## src/rtl/fetch_stage.sv

```systemverilog
// -----------------------------------------------------------------------------
// fetch_stage
//   Instruction-fetch stage and IF/ID pipeline register of the 5-stage MIPS
//   core. Owns the PC, fetches words from instruction memory over a req/ack
//   handshake, and presents the fetched word to decode. Hazard stalls hold the
//   stage. Redirects (taken branch, jump, JR) resolved downstream reload the PC
//   and flush IF/ID.
//
//   State      | meaning
//   -----------+---------------------------------------------------------------
//   ST_FETCH   | normal fetching; request outstanding when imem_req=1
//   ST_DISCARD | redirected while a request was in flight; drop its ack
//   ST_HOLD    | word arrived during a stall; parked in the hold buffer
//
// Ports
//   clk, reset          rising-edge clock, synchronous active-high reset
//   stall               hold PC and IF/ID
//   redirect/_pc        load new PC (low two bits ignored), flush IF/ID
//   imem_req/_addr      fetch request and word-aligned address (registered)
//   imem_ack/_rdata     instruction word valid / data
//   ifid_*              IF/ID register: valid, instr, op/func slices, pc+4
// -----------------------------------------------------------------------------
module fetch_stage #(
    parameter int unsigned          PC_WIDTH = 32,
    parameter logic [PC_WIDTH-1:0]  RESET_PC = '0
) (
    input  logic                clk,
    input  logic                reset,
    input  logic                stall,
    input  logic                redirect,
    input  logic [PC_WIDTH-1:0] redirect_pc,
    output logic                imem_req,
    output logic [PC_WIDTH-1:0] imem_addr,
    input  logic                imem_ack,
    input  logic [31:0]         imem_rdata,
    output logic                ifid_valid,
    output logic [31:0]         ifid_instr,
    output logic [5:0]          ifid_op,
    output logic [5:0]          ifid_func,
    output logic [PC_WIDTH-1:0] ifid_pc4
);

    typedef enum logic [1:0] {
        ST_FETCH   = 2'd0,
        ST_DISCARD = 2'd1,
        ST_HOLD    = 2'd2
    } state_e;

    localparam logic [PC_WIDTH-1:0] WORD_BYTES = PC_WIDTH'(4);
    localparam logic [PC_WIDTH-1:0] ALIGN_MASK = ~(PC_WIDTH'(3));

    state_e                 state_q,      state_d;
    logic [PC_WIDTH-1:0]    pc_q,         pc_d;
    logic [PC_WIDTH-1:0]    req_addr_q,   req_addr_d;
    logic                   req_q,        req_d;
    logic                   ifid_valid_q, ifid_valid_d;
    logic [31:0]            ifid_instr_q, ifid_instr_d;
    logic [PC_WIDTH-1:0]    ifid_pc4_q,   ifid_pc4_d;
    logic [31:0]            hold_instr_q, hold_instr_d;
    logic [PC_WIDTH-1:0]    hold_addr_q,  hold_addr_d;

    logic                   accept;
    logic [PC_WIDTH-1:0]    req_pc4;
    logic [PC_WIDTH-1:0]    hold_pc4;

    // An ack only counts against an outstanding request.
    assign accept   = req_q & imem_ack;
    assign req_pc4  = req_addr_q + WORD_BYTES;
    assign hold_pc4 = hold_addr_q + WORD_BYTES;

    always_comb begin
        state_d      = state_q;
        pc_d         = pc_q;
        req_addr_d   = req_addr_q;
        req_d        = req_q;
        ifid_valid_d = ifid_valid_q;
        ifid_instr_d = ifid_instr_q;
        ifid_pc4_d   = ifid_pc4_q;
        hold_instr_d = hold_instr_q;
        hold_addr_d  = hold_addr_q;

        if (redirect) begin
            // Redirect beats stall: flush IF/ID and drop any parked word.
            pc_d         = redirect_pc & ALIGN_MASK;
            ifid_valid_d = 1'b0;
            ifid_instr_d = '0;
            hold_instr_d = '0;
            hold_addr_d  = '0;
            case (state_q)
                ST_FETCH: begin
                    if (req_q && !imem_ack) begin
                        // Keep req stable on the stale address until its ack.
                        state_d = ST_DISCARD;
                    end else begin
                        req_d = 1'b0;
                    end
                end
                ST_DISCARD: begin
                    if (imem_ack) begin
                        state_d = ST_FETCH;
                        req_d   = 1'b0;
                    end
                end
                default: begin
                    state_d = ST_FETCH;
                    req_d   = 1'b0;
                end
            endcase
        end else begin
            case (state_q)
                ST_FETCH: begin
                    if (!req_q) begin
                        req_d      = 1'b1;
                        req_addr_d = pc_q;
                        if (!stall) begin
                            ifid_valid_d = 1'b0;
                            ifid_instr_d = '0;
                        end
                    end else if (accept) begin
                        if (stall) begin
                            hold_instr_d = imem_rdata;
                            hold_addr_d  = req_addr_q;
                            req_d        = 1'b0;
                            state_d      = ST_HOLD;
                        end else begin
                            // Chain straight into the next request so a
                            // zero-wait memory delivers one word per cycle.
                            ifid_valid_d = 1'b1;
                            ifid_instr_d = imem_rdata;
                            ifid_pc4_d   = req_pc4;
                            pc_d         = req_pc4;
                            req_addr_d   = req_pc4;
                        end
                    end else if (!stall) begin
                        ifid_valid_d = 1'b0;
                        ifid_instr_d = '0;
                    end
                end
                ST_DISCARD: begin
                    // IF/ID is already empty from the redirect.
                    ifid_valid_d = 1'b0;
                    ifid_instr_d = '0;
                    if (imem_ack) begin
                        state_d = ST_FETCH;
                        req_d   = 1'b0;
                    end
                end
                ST_HOLD: begin
                    if (!stall) begin
                        ifid_valid_d = 1'b1;
                        ifid_instr_d = hold_instr_q;
                        ifid_pc4_d   = hold_pc4;
                        pc_d         = hold_pc4;
                        state_d      = ST_FETCH;
                    end
                end
                default: begin
                    state_d = ST_FETCH;
                    req_d   = 1'b0;
                end
            endcase
        end
    end

    always_ff @(posedge clk) begin
        if (reset) begin
            state_q      <= ST_FETCH;
            pc_q         <= RESET_PC;
            req_addr_q   <= RESET_PC;
            req_q        <= 1'b0;
            ifid_valid_q <= 1'b0;
            ifid_instr_q <= '0;
            ifid_pc4_q   <= '0;
            hold_instr_q <= '0;
            hold_addr_q  <= '0;
        end else begin
            state_q      <= state_d;
            pc_q         <= pc_d;
            req_addr_q   <= req_addr_d;
            req_q        <= req_d;
            ifid_valid_q <= ifid_valid_d;
            ifid_instr_q <= ifid_instr_d;
            ifid_pc4_q   <= ifid_pc4_d;
            hold_instr_q <= hold_instr_d;
            hold_addr_q  <= hold_addr_d;
        end
    end

    assign imem_req   = req_q;
    assign imem_addr  = req_addr_q;
    assign ifid_valid = ifid_valid_q;
    assign ifid_instr = ifid_instr_q;
    assign ifid_op    = ifid_instr_q[31:26];
    assign ifid_func  = ifid_instr_q[5:0];
    assign ifid_pc4   = ifid_pc4_q;

endmodule

```

## config.mk

```make
export PLATFORM = sky130hd
export DESIGN_NAME = fetch_stage
export DESIGN_NICKNAME = d
export VERILOG_FILES = /design/src/rtl/fetch_stage.sv
export SDC_FILE = /design/constraint.sdc
export NUM_CORES = 1
export LEC_CHECK = 0
export CORE_MARGIN = 2
export CORE_UTILIZATION = 55
export CTS_CLUSTER_DIAMETER = 150
export DETAILED_ROUTE_END_ITERATION = 10
export PLACE_DENSITY = 0.94
export RECOVER_POWER = 25
export SLEW_MARGIN = 20
export SYNTH_ARGS = -nofsm -noshare
export SYNTH_HDL_FRONTEND = slang
export SYNTH_SLANG_ARGS = --single-unit
```

## constraint.sdc

```tcl
create_clock -name clk -period 6.3 [get_ports clk]
set_clock_uncertainty 0.2 [all_clocks]
set_input_delay 1.26 -clock clk [delete_from_list [all_inputs] [get_ports clk]]
set_output_delay 1.26 -clock clk [all_outputs]
set_load 0.01 [all_outputs]
```

# Word-level counts from Yosys, hierarchy flattened
# Index checks and enable logic that the tools add are counted.
# word_totals
ff_bits	196
latch_bits	0
ramBits	0
mem_bits_ro	0
inputBits	69
output_inout_bits	110
word_cells	81
mem_count	0
# op_classes
add_sub_neg	2
n_mul	0
n_div	0
n_lt_le_gt_ge	0
eq_ne	17
shift	0
n_mux	35
bitwise	2
reduce_logical	15
# ops
cell	count
32-bit two-way mux	11
32-bit case mux with 3 select lines	1
32-bit by 3-bit adder with 32-bit output (second input constant)	2
32-bit case mux with 2 select lines	1
3-bit != test (second input constant)	7
5-bit AND reduction	3
2-bit two-way mux	7
2-bit != test (second input constant)	6
1-bit two-way mux	10
4-bit AND reduction	2
1-bit case mux with 3 select lines	2
2-bit case mux with 3 select lines	1
6-bit AND reduction	1
3-bit nonzero test	2
4-bit != test (second input constant)	1
2-bit case mux with 2 select lines	1
3-bit AND reduction	1
2-bit by 1-bit equality test with 1-bit output (second input constant)	1
2-bit equality test (second input constant)	1
2-bit logical NOT	1
2-bit by 1-bit != test with 1-bit output (second input constant)	1
1-bit case mux with 2 select lines	1
2-bit AND reduction	1
2-bit nonzero test	1
other kinds (5)	5

# Logic depth before layout (Yosys ltp)
# Gate-level depths: netlist (run 1).
# logic_depth
ltp_word	6
mapped_depth	10
mapped_depth_nobuf	7

# Least setup slack after synthesis (run 1)
# OpenSTA, ideal clock, no wires.
# synth_path
kind	input-to-reg
startpoint	in imem_ack
endpoint	reg ifid_instr_q[10], in the netlist ifid_instr[10]
setup_ns	0.128
arrival_ns	2.651
required_time_ns	5.972
setup_slack_ns	3.322
cell_stages	7
path_buffers	2
cell_sequence	buf_2 -> and4_1 -> nor3b_1 -> nand2_1 -> clkbuf_1 -> a22oi_1 -> nor2_1
# synth_between
elab_chain_cells	4
word_cells_on_any_way	6
classes_between	1 x eq/ne; 3 x mux; 1 x bitwise; 1 x reduce/logical
# synth_rtl
element	line	source
start: declaration	34	input logic imem_ack,
1-bit AND (*)	67	assign accept = req_q & imem_ack;
32-bit two-way mux	119	end else if (accept) begin
32-bit two-way mux	112	if (!req_q) begin
32-bit case mux with 3 select lines	110	case (state_q)
end signal: assignment	182	ifid_instr_q <= ifid_instr_d;
end: declaration	57	logic [31:0] ifid_instr_q, ifid_instr_d;
# Mark *: on every way between the ends. The rest lies on a longest branch, timed or not.
# A chain may end at the register's enable or synchronous reset.

# Worst setup path after layout (run 1)
# layout_path
startpoint	in redirect
endpoint	reg req_addr_q[18], in the netlist imem_addr[18]
# layout_between
elab_chain_cells	2
# layout_rtl
element	line	source
start: declaration	30	input logic redirect,
1-bit inverter (no source line)	--	
4-bit AND reduction (no source line)	--	
end signal: assignment	179	req_addr_q <= req_addr_d;
end: declaration	54	logic [PC_WIDTH-1:0] req_addr_q, req_addr_d;
# Every way passes these cells.

==> summary.md, run 1 <==
| Metric | Value |
|---|---|
| Fraction of the mapped netlist area in simple logic gates | between 20% and 30% |
| Final Power | just under 3 mW |
| Main combinational cell family by area after synthesis | compound AO/OA/AOI/OAI gates |
| Async set-or-reset flop fraction in the synthesized netlist | 0% |
| Global-route congestion overflow total | 0 |
| Compound-Gate Fraction of Synth Area | 25.6% |
| Starting density of the core | about 56% |
| Post-synthesis sequential area ratio | 40.3% |
| CP max FO | 41 |
| Share of the synthesized netlist area taken by xor and xnor gates | between 1.5 and 2% |
| Level count of the clock H-tree | 4 |
| Unique masters post-synth | 64 |
| Detailed-routing iteration count for the pre-antenna-repair pass | 7 |
| Depth of the worst register-to-register path | 8 |
| Vias/cell | 6.55 |
| Number of hold buffers added after cts | 0 |
| Mapped Cells | 1234 |
| Total negative setup slack | 0 ps |
| Endpoints failing hold | 0 |
| 1st-iter DRT viols | approximately 1300 |
| Clock edge transition at the registers on the reported setup and hold paths | approximately 70 ps |
| Clock Tree Root | sky130_fd_sc_hd__clkbuf_16 |
| Mux cell area share after synthesis | under 10% |
| Critical Path Start Type | input port |
| Minimum setup slack among reg-to-reg paths | approximately 2900 ps |
| Syn_nets | 1309 |
| Time the final worst path needs with I/O delays and setup | approximately 4300 ps |
| Worst hold path stage count | 2 |
| Vertical extent of the die | 137 um |
| Beginning of the worst hold path | ifid_pc4[18] |
| Clock tree from TritonCTS | done |
| Synthesized flop and latch total | ~200 |
| Maximum number of pins on one net before global-route repair | 86 |
| Total number of yosys warnings | 0 |
| HPWL after detailed placement | around 20000 um |
| Floorplan die area | 18800 um2 |
| Power per cell area | 244 nW/um2 |
| Number of synthesized flops with an enable pin | 0 |
| Setup repair after global routing missed its margin | false |
| Area of the core region | 17300 um2 |
| Routed wire length per instance | 19.7 um |
| Highest ir drop seen on vdd | approximately 220 uV |
| Global-route wire length before repair | 47700 um |
| Number of antenna violations at the first check in global routing | 0 |
| Startpoint of the most critical setup path | redirect |
| Post-synthesis adder-cell area fraction | 0.771% |
| Layout Utilization | a little over two thirds |
| Total number of vias | 10207 |
| Total Wirelength | 30700 um |
| TritonCTS Buffers | 17 |
| Routability-driven placement congestion ratio | 0.931 |
| Most frequent cells in the layout | sky130_fd_sc_hd__nand2_1, sky130_fd_sc_hd__dfxtp_1, sky130_fd_sc_hd__a21oi_1 |
| CTS-repair resized insts | 0 |
| Remaining antenna violation count | 0 |
| Placement Rows | 48 |
| Total routing usage reported by global routing | 32.3% |
| Layout overhead on the synthesized area | 23.6% |
| Tightest Hold Check Type | flip-flop to flip-flop |
| Final Hold Slack | ~250 ps |
| Cell types with the largest area share after synthesis | sky130_fd_sc_hd__dfxtp_1, sky130_fd_sc_hd__nand2_1, sky130_fd_sc_hd__a21oi_1, sky130_fd_sc_hd__a22oi_1, sky130_fd_sc_hd__clkbuf_1 |
| Dominant register cell in the synthesized netlist | sky130_fd_sc_hd__dfxtp_1 |
| Final max-slew violation count | 0 |
| Average cell area after synthesis | 7.89 um2 |
| Share of final-layout standard cells stronger than drive strength 1 | 6.37% |
| CTS Buffer Depth | 2 |
| Count of buffers inserted at the top-level ports | 176 |
| Number of sinks driven by the clock tree | 196 |
| Outcome | complete, no violations |
| Library cell occupying the most area in the post-synthesis netlist | sky130_fd_sc_hd__dfxtp_1 |
| Fmax | 232 MHz |
| Clock latency at the later pin of the worst-skew pair | 450 ps |
| Vias in the first global route | approximately 9500 |
| Setup fix buffers added after clock tree synthesis | 0 |
| Number of diodes added for antenna fixing | 0 |
| Origin of the critical flop-to-flop path | state_q[0] |
| Leading cell type in the layout, fill and taps excluded | sky130_fd_sc_hd__nand2_1 |
| Reg-to-reg critical path endpoint | pc_q[17] |
| Nets | between 1000 and 1500 |
| Data required time of the worst path | between 6000 and 7000 ps |
| Final setup vio count | 0 |
| Leakage power figure | 4.09 nW |
| Number of primary I/O pins | 179 |
| Yosys top cell area share | 40.3% |
| Kind of end point of the critical path | flip-flop |
| Period Utilization, post-route | 68.5% |
| Worst relative slew slack | 18.6% |
| Dpl ws | 1630 ps |
| Die Width | roughly 140 um |
| Transition time at the pin with the least slew margin | 1210 ps |
| Critical path type | input port to flip-flop |
| Combined area of all synthesized cells | 9740 um2 |
| DRC violations left | 0 |
| Worst setup path endpoint | imem_addr[18] |
| Setup slack of the critical path after layout | 1990 ps |
| Number of maximum-capacitance constraint violations | 0 |
| Critical path data arrival time | 4390 ps |
[worst min-delay path by stage]
| stage | end | slack [ps] |
|---|---|---|
| detailed placement | ifid_pc4[13] | 230 |
| finish | ifid_pc4[18] | 250 |
| floorplan | imem_addr[0] | 230 |
| global route | imem_addr[0] | 270 |
| CTS | ifid_pc4[13] | 250 |
| global placement | ifid_pc4[18] | 230 |
[Yosys cell counts, types with 19 or more instances]
cell	count
sky130_fd_sc_hd__nand2_1	201
sky130_fd_sc_hd__dfxtp_1	196
sky130_fd_sc_hd__a21oi_1	123
sky130_fd_sc_hd__clkbuf_1	86
sky130_fd_sc_hd__nor2_1	63
sky130_fd_sc_hd__a22oi_1	54
sky130_fd_sc_hd__o21ai_0	47
sky130_fd_sc_hd__nand3_1	41
sky130_fd_sc_hd__a22o_1	35
sky130_fd_sc_hd__nor3_1	33
sky130_fd_sc_hd__nor4_1	24
sky130_fd_sc_hd__inv_1	20
sky130_fd_sc_hd__nand4_1	20
sky130_fd_sc_hd__a31oi_1	19
[per-layer routing]
layer,track usage (%),routed length (um)
met5,0,0
met4,19.4,1380
met2,51.8,14600
met1,39.9,11900
met3,6.74,2860
[power by group]
part / switching [mW] / internal (mW) / total [mW]
logic: 0.223 / 0.152 / 0.374
registers: 0.0504 / 1.27 / 1.32
clock network: 0.501 / 0.740 / 1.24
[final cells by class]
| cell class | instances | area [um2] |
|---|---|---|
| Tap cell | 225 | 282 |
| Sequential cell | 196 | 3920 |
| Multi-Input combinational cell | 893 | 5210 |
| Clock inverter | 11 | 196 |
| Fill cell | 1337 | 5260 |
| Timing Repair Buffer | 193 | 1880 |
| Inverter | 20 | 75.1 |
| Clock buffer | 21 | 470 |
[worst max-delay path, stage by stage]
cell	delay, ps
sky130_fd_sc_hd__clkdlybuf4s50_1	460
sky130_fd_sc_hd__buf_4	470
sky130_fd_sc_hd__nand2b_1	550
sky130_fd_sc_hd__a21o_1	800
sky130_fd_sc_hd__buf_4	440
sky130_fd_sc_hd__nor4_1	70
sky130_fd_sc_hd__o21ai_0	200
sky130_fd_sc_hd__a21oi_1	120
[cells by family (layout without fill, tap and decap cells)]
group | Yosys count | in the layout
adder cells (fa/ha/maj) | 6 | 6
multiplexers | 15 | 15
AND/OR/NAND/NOR | 469 | 469
flip-flops | 196 | 196
AO/OA/AOI/OAI | 385 | 385
buffers and inverters | 145 | 245
XOR/XNOR | 18 | 18
[flip-flops by register name, summed over array words and instances (netlist names), named ones only]
register	cells
imem_req	1
pc_q	32
state_q	2
imem_addr	32
ifid_instr	32
hold_addr_q	32
hold_instr_q	32
ifid_pc4	32
[metrics by stage]
step	cell area (um2)	instances
after floorplan	9740	1234
after global routing	12000	1559
final	12000	1559
after CTS	12000	1559
after detailed placement	11400	1527
after global placement	11400	1527
No activity file was read; power rests on OpenSTA's default activity.
==> inputs of run 2 (changes only) <==
Settings changed: CORE_UTILIZATION 55 to 48, PLACE_DENSITY 0.94 to 0.88.
Clock period 6.3 ns to 3.75 ns, I/O delays scaled along.
==> summary.md, run 2 (same netlist as run 1, synthesis figures left out) <==
| Metric | Value |
|---|---|
| Period Utilization, post-route | 86.2% |
| Number of maximum-capacitance constraint violations | 0 |
| Critical path type | input port to flip-flop |
| Level count of the clock H-tree | 4 |
| Clock latency at the later pin of the worst-skew pair | 450 ps |
| Vias/cell | 6.28 |
| Leading cell type in the layout, fill and taps excluded | sky130_fd_sc_hd__nand2_1 |
| Fmax | 309 MHz |
| Number of sinks driven by the clock tree | 196 |
| Vertical extent of the die | 146 um |
| Layout overhead on the synthesized area | 24.9% |
| Kind of end point of the critical path | flip-flop |
| Setup repair after global routing missed its margin | false |
| Endpoints failing hold | 0 |
| Area of the core region | about 20000 um2 |
| Cell Chain, Critical Path | dlygate4sd3_1 > nand3_1 > a21o_1 > nor2_1 > o31ai_1 > o21ai_0 |
| Largest stage delay on the critical path | between 700 and 800 ps |
| Share of final-layout standard cells stronger than drive strength 1 | 7.48% |
| Final Power | roughly 4.8 mW |
| Transition time at the pin with the least slew margin | about 1000 ps |
| Final setup vio count | 0 |
| Nets | 1413 |
| 1st-iter DRT viols | 1326 |
| Maximum number of pins on one net before global-route repair | 88 |
| Global-route congestion overflow total | 0 |
| Critical path data arrival time | 3410 ps |
| Post-placement cell count | 1589 |
| Data required time of the worst path | between 3000 and 4000 ps |
| Routed wire length per instance | 19.1 um |
| Total number of vias | 10187 |
| Total Wirelength | 31000 um |
| Final Non-Filler Cells | 1622 |
| Routability-driven placement congestion ratio | 0.936 |
| Power per cell area | 392 nW/um2 |
| Most frequent cells in the layout | sky130_fd_sc_hd__nand2_1, sky130_fd_sc_hd__dfxtp_1, sky130_fd_sc_hd__a21oi_1 |
| Remaining antenna violation count | 0 |
| Tightest Hold Check Type | flip-flop to flip-flop |
| Number of hold buffers added after cts | 0 |
| Largest delay share family, worst path | simple AND/OR/NAND/NOR gates |
| Placement Rows | 52 |
| Clock tree from TritonCTS | done |
| DRC violations left | 0 |
| TritonCTS Buffers | 17 |
| CP max FO | 12 |
| Global-route wire length before repair | 48800 um |
| Worst relative slew slack | 30.3% |
| Number of primary I/O pins | 179 |
| Total negative setup slack | 0 ps |
| Highest ir drop seen on vdd | 315 uV |
| Buffering stage count on the worst path with inverters included | 1 |
| Worst path slowest cell | sky130_fd_sc_hd__dlygate4sd3_1 |
| Count of buffers inserted at the top-level ports | 176 |
| Setup fix buffers added after clock tree synthesis | 0 |
| Critical Path Start Type | input port |
| Vias in the first global route | 9568 |
| Clock Tree Root | sky130_fd_sc_hd__clkbuf_16 |
| Outcome | complete, no violations |
| Final max-slew violation count | 0 |
| Starting density of the core | 48.5% |
| CTS-repair resized insts | 0 |
| Total routing usage reported by global routing | between 20% and 30% |
| CTS Buffer Depth | 2 |
| Cell area after layout | between 10000 and 15000 um2 |
| HPWL after detailed placement | 20500 um |
| Clock edge transition at the registers on the reported setup and hold paths | 80 ps |
| Time the final worst path needs with I/O delays and setup | 3230 ps |
| Placed Instance Area | 11600 um2 |
| Floorplan die area | 21500 um2 |
| Count of filler cells inserted in the layout | 1670 |
| Detailed-routing iteration count for the pre-antenna-repair pass | 7 |
| Number of antenna violations at the first check in global routing | 1 |
| Leakage power figure | 4.13 nW |
| Die Width | 146 um |
run 2: changes by cell type in the layout (fill, tap and decap cells not counted), sizes merged:
cell	before	now
buf	18	34
bufinv	5	1
clkbuf	21	18
clkdlybuf4s50	99	102
clkinv	2	3
clkinvlp	2	1
diode	0	1
dlygate4sd3	76	73
inv	22	30
run 2: worst reg2reg max path: stages (launching register included):
cell and delay, ps:
sky130_fd_sc_hd__dfxtp_1 560, sky130_fd_sc_hd__nand3_1 440, sky130_fd_sc_hd__or4_1 830, sky130_fd_sc_hd__o21a_1 250
sky130_fd_sc_hd__o21ai_0 410, sky130_fd_sc_hd__a31oi_1 150
run 2: worst paths after layout:
| check | start | end | slack [ps] | cells past startpoint |
|---|---|---|---|---|
| worst max-delay path | imem_ack | ifid_pc4[26] | 520 | 6 |
| worst min register to register | ifid_pc4[5] | ifid_pc4[5] | 250 | 2 |
| worst min-delay path | ifid_pc4[5] | ifid_pc4[5] | 250 | 2 |
| worst max register to register | imem_addr[5] | ifid_pc4[27] | 770 | 5 |
run 2: per-layer routing:
layer / vias up / global-route usage [%] / routed length [um]
met5: - / 0 / 0
met4: 0 / 13.8 / 1340
met3: 117 / 5.72 / 3050
met2: 601 / 44.3 / 14300
met1: 4798 / 36.5 / 12400
li1: 4671 / - / -
run 2: report_power, final:
| group | total (mW) | switching [mW] | internal (mW) |
|---|---|---|---|
| Combinational | 0.663 | 0.391 | 0.272 |
| Clock | 1.90 | 0.932 | 0.964 |
| Sequential | 2.21 | 0.0728 | 2.14 |
run 2: metrics by stage:
step | worst slack, ps | util, % | hold WS, ps
after global routing | 343 | 60.5 | 278
after global placement | 280 | 57.5 | 234
after CTS | 691 | 60.5 | 257
after detailed placement | 221 | 57.5 | 243
after floorplan | 1230 | - | 232
final | 518 | 60.5 | 251
run 2: final cells by class:
type                       instances  area [um2]  area share (%)
antenna                            1        2.50          0.0206
clock buffer                      17         425            3.50
clock inverter                    15         181            1.49
inverter                          20        75.1           0.617
multi-input combinational        893        5200            42.7
sequential                       196        3920            32.3
tap                              270         338            2.78
timing repair buffer             210        2020            16.6
==> inputs of run 3 (changes only) <==
Settings changed: SKIP_CTS_REPAIR_TIMING from default to 1, SLEW_MARGIN 20 to default.
==> summary.md, run 3 (same netlist as run 1, synthesis figures left out) <==
| Metric | Value |
|---|---|
| Worst hold path stage count | 2 |
| Vias in the first global route | 9568 |
| 1st-iter DRT viols | 1326 |
| Number of sinks driven by the clock tree | 196 |
| Clock Tree Root | sky130_fd_sc_hd__clkbuf_16 |
| Startpoint of the most critical setup path | imem_ack |
| Total routing usage reported by global routing | 28.0% |
| Worst relative slew slack | about 18% |
| Minimum setup slack among reg-to-reg paths | 770 ps |
| Placement Rows | 52 |
| Depth of the worst register-to-register path | 5 |
| Leading cell type in the layout, fill and taps excluded | sky130_fd_sc_hd__nand2_1 |
| Number of maximum-capacitance constraint violations | 0 |
| Clock edge transition at the registers on the reported setup and hold paths | 80 ps |
| Reg-to-reg critical path endpoint | ifid_pc4[27] |
| Total Wirelength | 31000 um |
| CP max FO | 12 |
| Largest delay share family, worst path | simple AND/OR/NAND/NOR gates |
| DRC violations left | 0 |
| Highest ir drop seen on vdd | ~320 uV |
| Area of the core region | between 20000 and 25000 um2 |
| Number of primary I/O pins | about 180 |
| Setup slack of the critical path after layout | 526 ps |
| HPWL after detailed placement | 20500 um |
| Critical Path Start Type | input port |
| TritonCTS Buffers | 17 |
| Power per cell area | 392 nW/um2 |
| Largest stage delay on the critical path | 780 ps |
| Total number of vias | 10194 |
| Global-route congestion overflow total | 0 |
| Final Non-Filler Cells | 1622 |
| Remaining antenna violation count | 0 |
| Origin of the critical flop-to-flop path | imem_addr[5] |
| Kind of end point of the critical path | flip-flop |
| Count of buffers inserted at the top-level ports | ~180 |
| Tightest Hold Check Type | flip-flop to flip-flop |
| Transition time at the pin with the least slew margin | 1230 ps |
| Starting density of the core | 48.5% |
| Count of filler cells inserted in the layout | around 1700 |
| Post-placement cell count | around 1600 |
| Dpl ws | about 220 ps |
| Detailed-routing iteration count for the pre-antenna-repair pass | 6 |
| Level count of the clock H-tree | 4 |
| Setup repair after global routing missed its margin | false |
| Beginning of the worst hold path | ifid_pc4[5] |
| Total negative setup slack | 0 ps |
| Outcome | complete, no violations |
| Final max-slew violation count | 0 |
| Worst path slowest cell | sky130_fd_sc_hd__dlygate4sd3_1 |
| Leakage power figure | about 4.1 nW |
| Vias/cell | 6.28 |
| Time the final worst path needs with I/O delays and setup | between 3000 and 4000 ps |
| Final setup vio count | 0 |
| Nets | 1413 |
| Most frequent cells in the layout | sky130_fd_sc_hd__nand2_1, sky130_fd_sc_hd__dfxtp_1, sky130_fd_sc_hd__a21oi_1 |
| Period Utilization, post-route | ~86% |
| Cell Chain, Critical Path | dlygate4sd3_1 > nand3_1 > a21o_1 > nor2_1 > o31ai_1 > o21ai_0 |
| Layout Utilization | 60.5% |
| Final Hold Slack | 251 ps |
| Share of final-layout standard cells stronger than drive strength 1 | 7.40% |
| Critical path type | input port to flip-flop |
| Layout overhead on the synthesized area | 24.8% |
| Number of antenna violations at the first check in global routing | 1 |
| Fmax | a little over 300 MHz |
| Die Width | 146 um |
| Data required time of the worst path | 3930 ps |
| Maximum number of pins on one net before global-route repair | 88 |
| Hold path endpoint | ifid_pc4[5] |
| Vertical extent of the die | about 150 um |
| Clock latency at the later pin of the worst-skew pair | 450 ps |
| Global-route wire length before repair | 48800 um |
| Buffering stage count on the worst path with inverters included | 1 |
| Floorplan die area | 21500 um2 |
| Endpoints failing hold | 0 |
| Routability-driven placement congestion ratio | 0.936 |
| Clock tree from TritonCTS | done |
| CTS Buffer Depth | 2 |
| Routed wire length per instance | 19.1 um |
| Critical path data arrival time | ~3400 ps |
-- run 3: changes by cell type in the layout (fill, tap and decap cells not counted) --
cell,previous run,this run
sky130_fd_sc_hd__nor2_1,61,62
sky130_fd_sc_hd__nor2_2,2,1
-- run 3: worst reg2reg max path, delay by kind of cell (launching register included) --
family | cells | cell delay [ps]
simple gates | 2 | 1270
compound gates | 3 | 810
flops | 1 | 560
-- run 3: layout make-up --
class	count	area, um2	area share [%]
Antenna cell	1	2.50	0.0206
Tap cell	270	338	2.78
Multi-Input combinational cell	893	5190	42.7
Clock inverter	15	181	1.49
Sequential cell	196	3920	32.3
Timing Repair Buffer	210	2020	16.6
Inverter	20	75.1	0.617
Clock buffer	17	425	3.50
-- run 3: power breakdown --
| group | total (mW) | switching (mW) | internal (mW) | leakage (nW) |
|---|---|---|---|---|
| Combinational | 0.663 | 0.391 | 0.272 | 2.25 |
| Sequential | 2.21 | 0.0726 | 2.14 | 1.59 |
| Clock | 1.90 | 0.932 | 0.964 | 0.296 |
| Total | 4.77 | 1.40 | 3.37 | 4.13 |
-- run 3: through the flow --
stage	total power [mW]	instance area, um2
global route	4.91	12200
detailed placement	2.91	11600
global placement	2.89	11600
CTS	4.75	12200
floorplan	2.61	9740
finish	4.77	12200
-- run 3: layer usage --
metal / GRT usage, % / vias to the layer above / share of wire (%)
met1: 36.5 / 4800 / 40
li1: - / 4672 / -
met4: 13.8 / 0 / 4.3
met5: 0 / - / 0
met2: 44.3 / 598 / 46
met3: 5.72 / 124 / 9.9
-- run 3: worst max-delay path by stage --
stage	cells past startpoint	end	slack [ps]
after floorplan	7	pc_q[30]	1230
after global placement	6	ifid_pc4[26]	280
after detailed placement	6	ifid_pc4[26]	220
after CTS	6	ifid_pc4[26]	690
after global routing	6	ifid_pc4[26]	340
final	6	ifid_pc4[26]	530
